File: src/rtl/paged_memory_controller.sv
// paged_memory_controller: memory controller that translates virtual addresses through a TLB with page-table walk and req/ack RAM access.
// Defining MMU_ALIGN_CHECK_EN faults word-misaligned requests at accept.
module paged_memory_controller #(
  parameter int DATA_W = 32,
  parameter int ADDR_W = 32,
  parameter int PAGE_BITS = 12,
  parameter int TLB_ENTRIES = 4
) (
  input  logic              clk,
  input  logic              reset,
  input  logic [ADDR_W-1:0] mc_addr,
  input  logic [DATA_W-1:0] mc_wdata,
  input  logic              mc_read_req,
  input  logic              mc_write_req,
  input  logic              mc_addr_virtual,
  input  logic              mc_exec_mode,
  input  logic [ADDR_W-1:0] pt_base,
  input  logic              tlb_flush,
  output logic [DATA_W-1:0] mc_rdata,
  output logic [1:0]        mc_status,
  output logic [ADDR_W-1:0] ph_addr,
  output logic [DATA_W-1:0] ph_wdata,
  output logic              ph_read_req,
  output logic              ph_write_req,
  input  logic [DATA_W-1:0] ph_rdata,
  input  logic              ph_ack
);
  localparam int VPN_W = ADDR_W - PAGE_BITS;
  localparam int FRM_W = 32 - PAGE_BITS;
  localparam int PTR_W = $clog2(TLB_ENTRIES);
  typedef enum logic [2:0] {IDLE, WALK, ACCESS, DONE, FAULT} state_t;
  state_t                 state_q;
  logic [TLB_ENTRIES-1:0] tlb_valid_q, tlb_wr_q;
  logic [VPN_W-1:0]       tlb_vpn_q [TLB_ENTRIES];
  logic [FRM_W-1:0]       tlb_frm_q [TLB_ENTRIES];
  logic [PTR_W-1:0]       ptr_q;
  logic [ADDR_W-1:0]      addr_q;
  logic                   wr_q, exec_q;
  logic                   hit, hit_wr, misalign;
  logic [FRM_W-1:0]       hit_frm;
  logic [VPN_W-1:0]       vpn;
  assign vpn = mc_addr[ADDR_W-1:PAGE_BITS];
`ifdef MMU_ALIGN_CHECK_EN
  assign misalign = |mc_addr[$clog2(DATA_W/8)-1:0];
`else
  assign misalign = 1'b0;
`endif
  function automatic logic [ADDR_W-1:0] phys(input logic [FRM_W-1:0] f, input logic [PAGE_BITS-1:0] o);
    return ADDR_W'({f, o});
  endfunction
  always_comb begin
    hit = 1'b0;
    hit_wr = 1'b0;
    hit_frm = '0;
    for (int i = 0; i < TLB_ENTRIES; i++)
      if (tlb_valid_q[i] && tlb_vpn_q[i] == vpn) begin
        hit = 1'b1;
        hit_wr = tlb_wr_q[i];
        hit_frm = tlb_frm_q[i];
      end
  end
  always_ff @(posedge clk) begin
    if (reset) begin
      state_q <= IDLE;
      tlb_valid_q <= '0;
      ptr_q <= '0;
      mc_status <= 2'd0;
      mc_rdata <= '0;
      ph_read_req <= 1'b0;
      ph_write_req <= 1'b0;
      ph_addr <= '0;
      ph_wdata <= '0;
    end else begin
      case (state_q)
        IDLE: if (mc_read_req || mc_write_req) begin
          addr_q <= mc_addr;
          wr_q <= mc_write_req;
          exec_q <= mc_exec_mode;
          ph_wdata <= mc_wdata;
          if (misalign || (mc_addr_virtual && hit && mc_write_req && !hit_wr && !mc_exec_mode)) begin
            state_q <= FAULT;
            mc_status <= 2'd3;
          end else if (mc_addr_virtual && !hit) begin
            state_q <= WALK;
            mc_status <= 2'd1;
            ph_read_req <= 1'b1;
            ph_addr <= pt_base + ADDR_W'({vpn, 2'b00});
          end else begin
            state_q <= ACCESS;
            mc_status <= 2'd1;
            ph_addr <= mc_addr_virtual ? phys(hit_frm, mc_addr[PAGE_BITS-1:0]) : mc_addr;
            ph_read_req <= !mc_write_req;
            ph_write_req <= mc_write_req;
          end
        end
        WALK: if (ph_ack) begin
          ph_read_req <= 1'b0;
          if (!ph_rdata[0]) begin
            state_q <= FAULT;
            mc_status <= 2'd3;
          end else begin
            tlb_valid_q[ptr_q] <= 1'b1;
            tlb_wr_q[ptr_q] <= ph_rdata[1];
            tlb_vpn_q[ptr_q] <= addr_q[ADDR_W-1:PAGE_BITS];
            tlb_frm_q[ptr_q] <= ph_rdata[PAGE_BITS +: FRM_W];
            ptr_q <= ptr_q + 1'b1;
            if (wr_q && !ph_rdata[1] && !exec_q) begin
              state_q <= FAULT;
              mc_status <= 2'd3;
            end else begin
              state_q <= ACCESS;
              ph_addr <= phys(ph_rdata[PAGE_BITS +: FRM_W], addr_q[PAGE_BITS-1:0]);
              ph_read_req <= !wr_q;
              ph_write_req <= wr_q;
            end
          end
        end
        ACCESS: if (ph_ack) begin
          ph_read_req <= 1'b0;
          ph_write_req <= 1'b0;
          if (!wr_q) mc_rdata <= ph_rdata;
          state_q <= DONE;
          mc_status <= 2'd2;
        end
        default: if (!mc_read_req && !mc_write_req) begin
          state_q <= IDLE;
          mc_status <= 2'd0;
        end
      endcase
      // a flush overrides any fill landing on the same edge
      if (tlb_flush) tlb_valid_q <= '0;
    end
  end
endmodule

File: config.mk
export PLATFORM = sky130hd
export DESIGN_NAME = paged_memory_controller
export DESIGN_NICKNAME = d
export VERILOG_FILES = /design/src/rtl/paged_memory_controller.sv
export SDC_FILE = /design/constraint.sdc
export NUM_CORES = 1
export LEC_CHECK = 0
export CORE_MARGIN = 1
export CORE_UTILIZATION = 28
export DETAILED_ROUTE_END_ITERATION = 7
export SYNTH_ARGS = -nofsm -noshare
export SYNTH_HDL_FRONTEND = slang
export SYNTH_SLANG_ARGS = --single-unit
File: constraint.sdc
create_clock -name clk -period 2.9 [get_ports clk]
set_input_delay 0.58 -clock clk [delete_from_list [all_inputs] [get_ports clk]]
set_output_delay 0.58 -clock clk [all_outputs]
set_load 0.1 [all_outputs]
; ---- Yosys cells after proc, flatten, opt, wreduce, memory -nomap -nowiden
; Memory sizes are Yosys's and may differ from the RTL's.
; Index checks and enable logic that the tools add are counted.
[op_classes]
addsub = 2
n_eq_ne = 14
reduce_logical = 37
n_lt_le_gt_ge = 2
n_bitwise = 3
muxes = 60
[ops]
columns = operator, count
row1 = 32-bit 2-to-1 mux, 7
row2 = 20-bit == test, 4
row3 = 20-bit 2-to-1 mux, 4
row4 = 32-bit one-hot mux with 2 select lines, 1
row5 = 32-bit by 22-bit adder with 32-bit output, 1
row6 = 1-bit 2-to-1 mux, 27
row7 = 3-bit 2-to-1 mux, 7
row8 = 2-bit 2-to-1 mux, 8
row9 = 2-bit != test (second input constant), 7
row10 = 1-bit logical AND, 13
row11 = 5-bit AND reduction, 2
row12 = 3-bit one-hot mux with 3 select lines, 1
row13 = 3-bit AND reduction, 3
row14 = 1-bit logical NOT, 8
row15 = 4-bit AND reduction, 2
row16 = 8-bit AND reduction, 1
row17 = 1-bit one-hot mux with 3 select lines, 2
row18 = 2-bit one-hot mux with 3 select lines, 1
row19 = 6-bit AND reduction, 1
row20 = 4-bit bitwise mux, 1
row21 = 4-bit bitwise OR, 1
row22 = 4-bit nonzero test, 1
row23 = 3-bit by 1-bit == test with 1-bit output (second input constant), 1
row24 = 3-bit by 2-bit == test with 1-bit output (second input constant), 1
row25 = 12 further kinds, 13
[word_totals]
ram_bits = 160
out_inout_bits = 100
reg_bits = 147
in_bits = 136
n_memories = 2
[memory_table]
columns = memory, depth, width, read_ports, rd_clocked_by_memory_dff, wr, line_no
row1 = tlb_frm_q, 4, 20, 4, 0, 1, 35  ; logic [FRM_W-1:0] tlb_frm_q [TLB_ENTRIES];
row2 = tlb_vpn_q, 4, 20, 4, 0, 1, 34  ; logic [VPN_W-1:0] tlb_vpn_q [TLB_ENTRIES];

; ---- Logic depth before layout (Yosys ltp)
; An unclocked memory read counts as a cell.
[depth]
depth_word = 14
ltp_mapped = 13
ltp_nobuf = 12

; ---- Worst setup path before layout
; OpenSTA, ideal clock, no wires.
[synth_path]
path_type = input port to flip-flop
from = input mc_addr[12]
to = register ph_addr[30]
slack_ps = -138
n_path_buf = 2
setup_ps = 134
arrival_ps = 2904
cell_stages = 11
path_cell_list = buf_2 -> xor2_1 -> nor4_4 -> nand4_2 -> nor3_4 -> a221oi_2 -> o311a_4 -> or3_1 -> buf_6 -> a2111oi_0 -> nor4_1
[synth_between]
elab_chain_cells = 12
[synth_rtl]
columns = item, line_no
row1 = "start, declared", 11  ; input logic [ADDR_W-1:0] mc_addr,
row2 = 20-bit == test, 56  ; if (tlb_valid_q[i] && tlb_vpn_q[i] == vpn) begin
row3 = 1-bit logical AND, 56
row4 = 1-bit 2-to-1 mux (4 in a row), 56
row5 = 1-bit logical NOT / 1-bit logical AND (equally long branches), "83, 80"
row6 = 1-bit logical AND (on tied branches), "83, 80"
row7 = 32-bit 2-to-1 mux / 1-bit logical AND (equally long branches), "83, 80"
row8 = 32-bit 2-to-1 mux / 1-bit logical AND (equally long branches), 80  ; if (misalign || (mc_addr_virtual && hit && mc_write_req && !hit_wr && !mc_exec_mode)) begin
row9 = 32-bit 2-to-1 mux / 2-bit != test (equally long branches), --
row10 = 32-bit one-hot mux with 2 select lines / 6-bit AND reduction (equally long branches), --
row11 = "end signal, assigned", 87  ; ph_addr <= pt_base + ADDR_W'({vpn, 2'b00});
row12 = "end signal, assigned", 91  ; ph_addr <= mc_addr_virtual ? phys(hit_frm, mc_addr[PAGE_BITS-1:0]) : mc_addr;
row13 = "end signal, assigned", 112  ; ph_addr <= phys(ph_rdata[PAGE_BITS +: FRM_W], addr_q[PAGE_BITS-1:0]);
row14 = "end, declared", 21  ; output logic [ADDR_W-1:0] ph_addr,
; Parallel ways exist; a longest one is shown, timed or not. The select of a mux whose other input is x is not followed.
; A chain may end at the register's enable or synchronous reset.

; ---- Final worst setup path
[layout_path]
from = input mc_addr[19]
to = register ph_addr[17]
; Same word-level chain as after synthesis.

==> qor.yml <==
sta:
  final_max_slew_viol_count: 0
  rsz0062_at_grt: "true"
  finalCritPeriodShare: 0.990
  min_period_ps: 2870
  max_freq_mhz: 348
  tightest_slew_ps: 798
  hold_violations: 0
  slew_headroom: 0.468
  fin_worst_skew_ps: 30.6
  setup_viol: 0
pwr:
  power.total_mw: 16.3
  p_int_mw: 9.87
  swShare: 0.393
  p_seq_frac: 0.335
  p_sw_mw: 6.39
  combPwrFrac: 0.369
  p_clk_frac: 0.296
  cellPowerDensity_nw_per_um2: 815
  ir_drop_v: 0.000644
  p_leak_nw: 7.65
grt:
  grt_overflow_total: 0
  grt_max_degree: 61
  grt_pass1_vias: 11100
  track_usage: 0.182
  grt_pass1_wl_mm: 68.3
  antenna_found_initial: 1
worst_setup_path:
  r2r_start: "tlb_vpn_q[0][17]"
  critPathKind: "input port to register"
  cp_max_fo: 8
  arrival_ps: 3340
  cp_num_buf_inv: 4
  cp_slowest_cell: "or3_4"
  worst_ep_required_time_ps: 3370
  worst_path_dominant_cell_family: "simple AND/OR/NAND/NOR gates"
  crit_path_start: "mc_addr[19]"
  end_kind: "register"
  ff2ff_path_depth: 11
  slowest_delay_ps: 390
  r2r-end: "ph_addr[17]"
  cp-start-kind: "input port"
  rrSetupSlack_ps: 30
  crit_chain: "dlygate4sd2_1 -> buf_6 -> xor2_1 -> nor4_1 -> and3_1 -> o311a_4 -> a221oi_2 -> o311a_4 -> or3_4 -> buf_12 -> buf_12 -> o41ai_4"
detailed_routing:
  viasPerCell: 4.96
  wl_met1_mm: 20.0
  drc: 0
  postRouteAntennaNets: 0
  wl_met3_mm: 3.11
  drt_wl_total_mm: 45.7
  highest_layer: "met5"
  drtIter0Drc: 839
  drt-pass1-iter-count: 5
  wire_per_inst_um: 20.4
  via_count: 11100
  wl_met2_mm: 21.0
die:
  fp-row-count: 80
  core_area_sq_um: 47800
  start_util: 0.285
  die_h_um: 223
  die_area_sq_um: 49500
  die_w_um: 223
  io_pins: 236
worst_hold_path:
  hold_path.startpoint: "mc_addr[25]"
  whs_endpoint: "addr_q[25]"
  min_path_type: "input port to register"
  holdPathStages: 1
placed_design:
  portBuffers: 235
  dpl.hpwl_mm: 32.7
  place.gp.congestion: 0.878
  dpl.cell_count: 2155
  placed_area_sq_um: 17700
logic_synthesis:
  yosysWarningCount: 0
  syn-num-nets: 1365
  synth_ff_type: "edfxtp_1"
  seq_area_frac_synth: 0.597
  syn_area_sq_um: 13600
  synthArstFlopShare: 0
  synth_seq_cells: 307
  avgSynthCellArea_sq_um: 11.3
  synth_cell_type_count: 68
  synth_edf_count: 198
  syn_inst: 1204
status:
  status: "complete, no violations"
cts:
  hold_buffers: 0
  clk_pin_slew_ps: 60
  cts.path.max_buffers: 3
  cts_tree: "done"
  clk_latency_ps: 560
  clock-sinks: 307
  cts_root_buf: "clkbuf_16"
  cts_max_level: 2
  cts_buffers: 37
layout:
  utilization: 0.417
  drive_gt1_frac: 0.308
  num_antenna_cells: 0
  fin_cells: 2243
  fin_nets: 1760
  fill_cells: 4521
  fin_area_sq_um: 20000
  syn2layout_area_growth_pct: 46.6
job:
  cap_violations: 0
==> kinds of logic (layout without fill, tap and decap cells) <==
family,after synthesis,in the layout,synth area share
multiplexers,12,12,0.00882
adder cells (fa/ha/maj),25,25,0.0235
buffers and inverters,98,522,0.0321
XOR/XNOR,108,108,0.0694
AO/OA/AOI/OAI,278,278,0.140
AND/OR/NAND/NOR,376,376,0.129
flip-flops,307,307,0.597
==> final cells by class <==
cell class                 count  area [sq um]  area share
tap                          615           769      0.0385
clock inverter                17           208      0.0104
sequential                   307          8130       0.407
clock buffer                  51          1060      0.0531
inverter                      15          56.3     0.00282
timing repair buffer         439          3890       0.195
multi-input combinational    799          5850       0.293
==> cell usage in the layout (no fill, tap or decap), types with 7 or more instances in the layout <==
cell type,Yosys,layout
nor3_1,23,17
a21oi_1,118,112
a221o_1,8,8
buf_12,0,15
clkdlybuf4s50_1,0,104
a21o_1,17,17
dlymetal6s2s_1,0,7
clkbuf_16,0,39
o21ai_1,2,8
ha_1,24,14
nand3_2,0,8
nand4_1,18,18
buf_6,4,18
nand2_1,163,160
nor2_1,69,66
clkinv_2,0,7
xor2_1,41,37
o21ai_0,26,16
o41ai_2,10,7
buf_4,0,270
dlygate4sd2_1,0,11
mux2i_1,12,12
a31oi_1,8,7
inv_1,15,14
edfxtp_1,198,198
and3_1,19,17
o211ai_1,11,11
nand3_1,29,21
nor4_2,1,9
or3_1,10,8
dfxtp_1,109,109
ha_4,0,8
xnor2_2,0,16
a211oi_2,0,8
clkbuf_1,51,8
xnor2_1,67,49
==> sequential cells by signal (all words and copies together) (netlist names) <==
signal / flops
ph_write_req: 1
mc_status: 2
state_q: 3
ph_wdata: 32
tlb_valid_q: 4
tlb_vpn_q: 80
addr_q: 32
exec_q: 1
wr_q: 1
ptr_q: 2
ph_addr: 32
ph_read_req: 1
tlb_frm_q: 80
tlb_wr_q: 4
mc_rdata: 32
==> per-layer routing <==
layer | track usage | up-vias
met1 | 0.243 | 5436
met2 | 0.292 | 386
li1 | - | 5218
met3 | 0.0372 | 75
met4 | 0.0650 | 2
met5 | 0 | -
==> synthesized netlist by cell type (5+ instances only) <==
cell type  number  area (sq um)
a2111oi_0       5          43.8
a211oi_1       15           113
a21o_1         17           128
a21oi_1       118           591
a221o_1         8          80.1
a221oi_1        8          70.1
a31oi_1         8          50.1
and2_1          6          37.5
and3_1         19           119
buf_2          23           115
clkbuf_1       51           191
dfxtp_1       109          2180
edfxtp_1      198          5950
ha_1           24           300
inv_1          15          56.3
mux2i_1        12           120
nand2_1       163           612
nand2b_1        5          31.3
nand3_1        29           145
nand4_1        18           113
nor2_1         69           259
nor2b_1         6          37.5
nor3_1         23           115
nor4_1         13          81.3
o2111ai_1       7          61.3
o211ai_1       11          82.6
o21a_1          5          37.5
o21ai_0        26           130
o31ai_1         5          37.5
o41ai_2        10           163
or3_1          10          62.6
xnor2_1        67           587
xor2_1         41           359
==> how the worst max path moves through the flow <==
stage	to	cells after the start	slack, ps
3_5_place_dp	ph_addr[26]	12	-1180
3_3_place_gp	ph_addr[26]	12	-1150
6_report	ph_addr[17]	12	30
5_1_grt	ph_addr[17]	11	-100
2_1_floorplan	ph_addr[16]	13	-70
4_1_cts	ph_addr[30]	11	-80
==> power by group through the flow <==
stage                     registers, mW  logic, mW  clock network [mW]
after floorplan                    7.75       1.59                   0
after global placement             5.52       5.55                   0
after detailed placement           5.52       5.59                   0
after CTS                          5.45       5.92                4.92
after global routing               5.50       6.31                5.08
final                              5.45       6.01                4.81
==> per-stage QoR <==
stage | worst slack, ps | hold WS [ps] | setup TNS, ps
2_1_floorplan | -66.6 | 459 | -1370
3_3_place_gp | -1150 | 443 | -35770
3_5_place_dp | -1180 | 447 | -36570
4_1_cts | -82.2 | 335 | -480
5_1_grt | -96.6 | 354 | -1140
6_report | 28.7 | 360 | 0
==> timing repair <==
item                                    4_1_cts  5_1_grt
gates resized for setup                     134       77
endpoints found under the setup margin       37       34
buffers inserted                             17        3
gates cloned                                  2        0
pin swaps                                    61       47
Power figures use the tool's default switching activity.
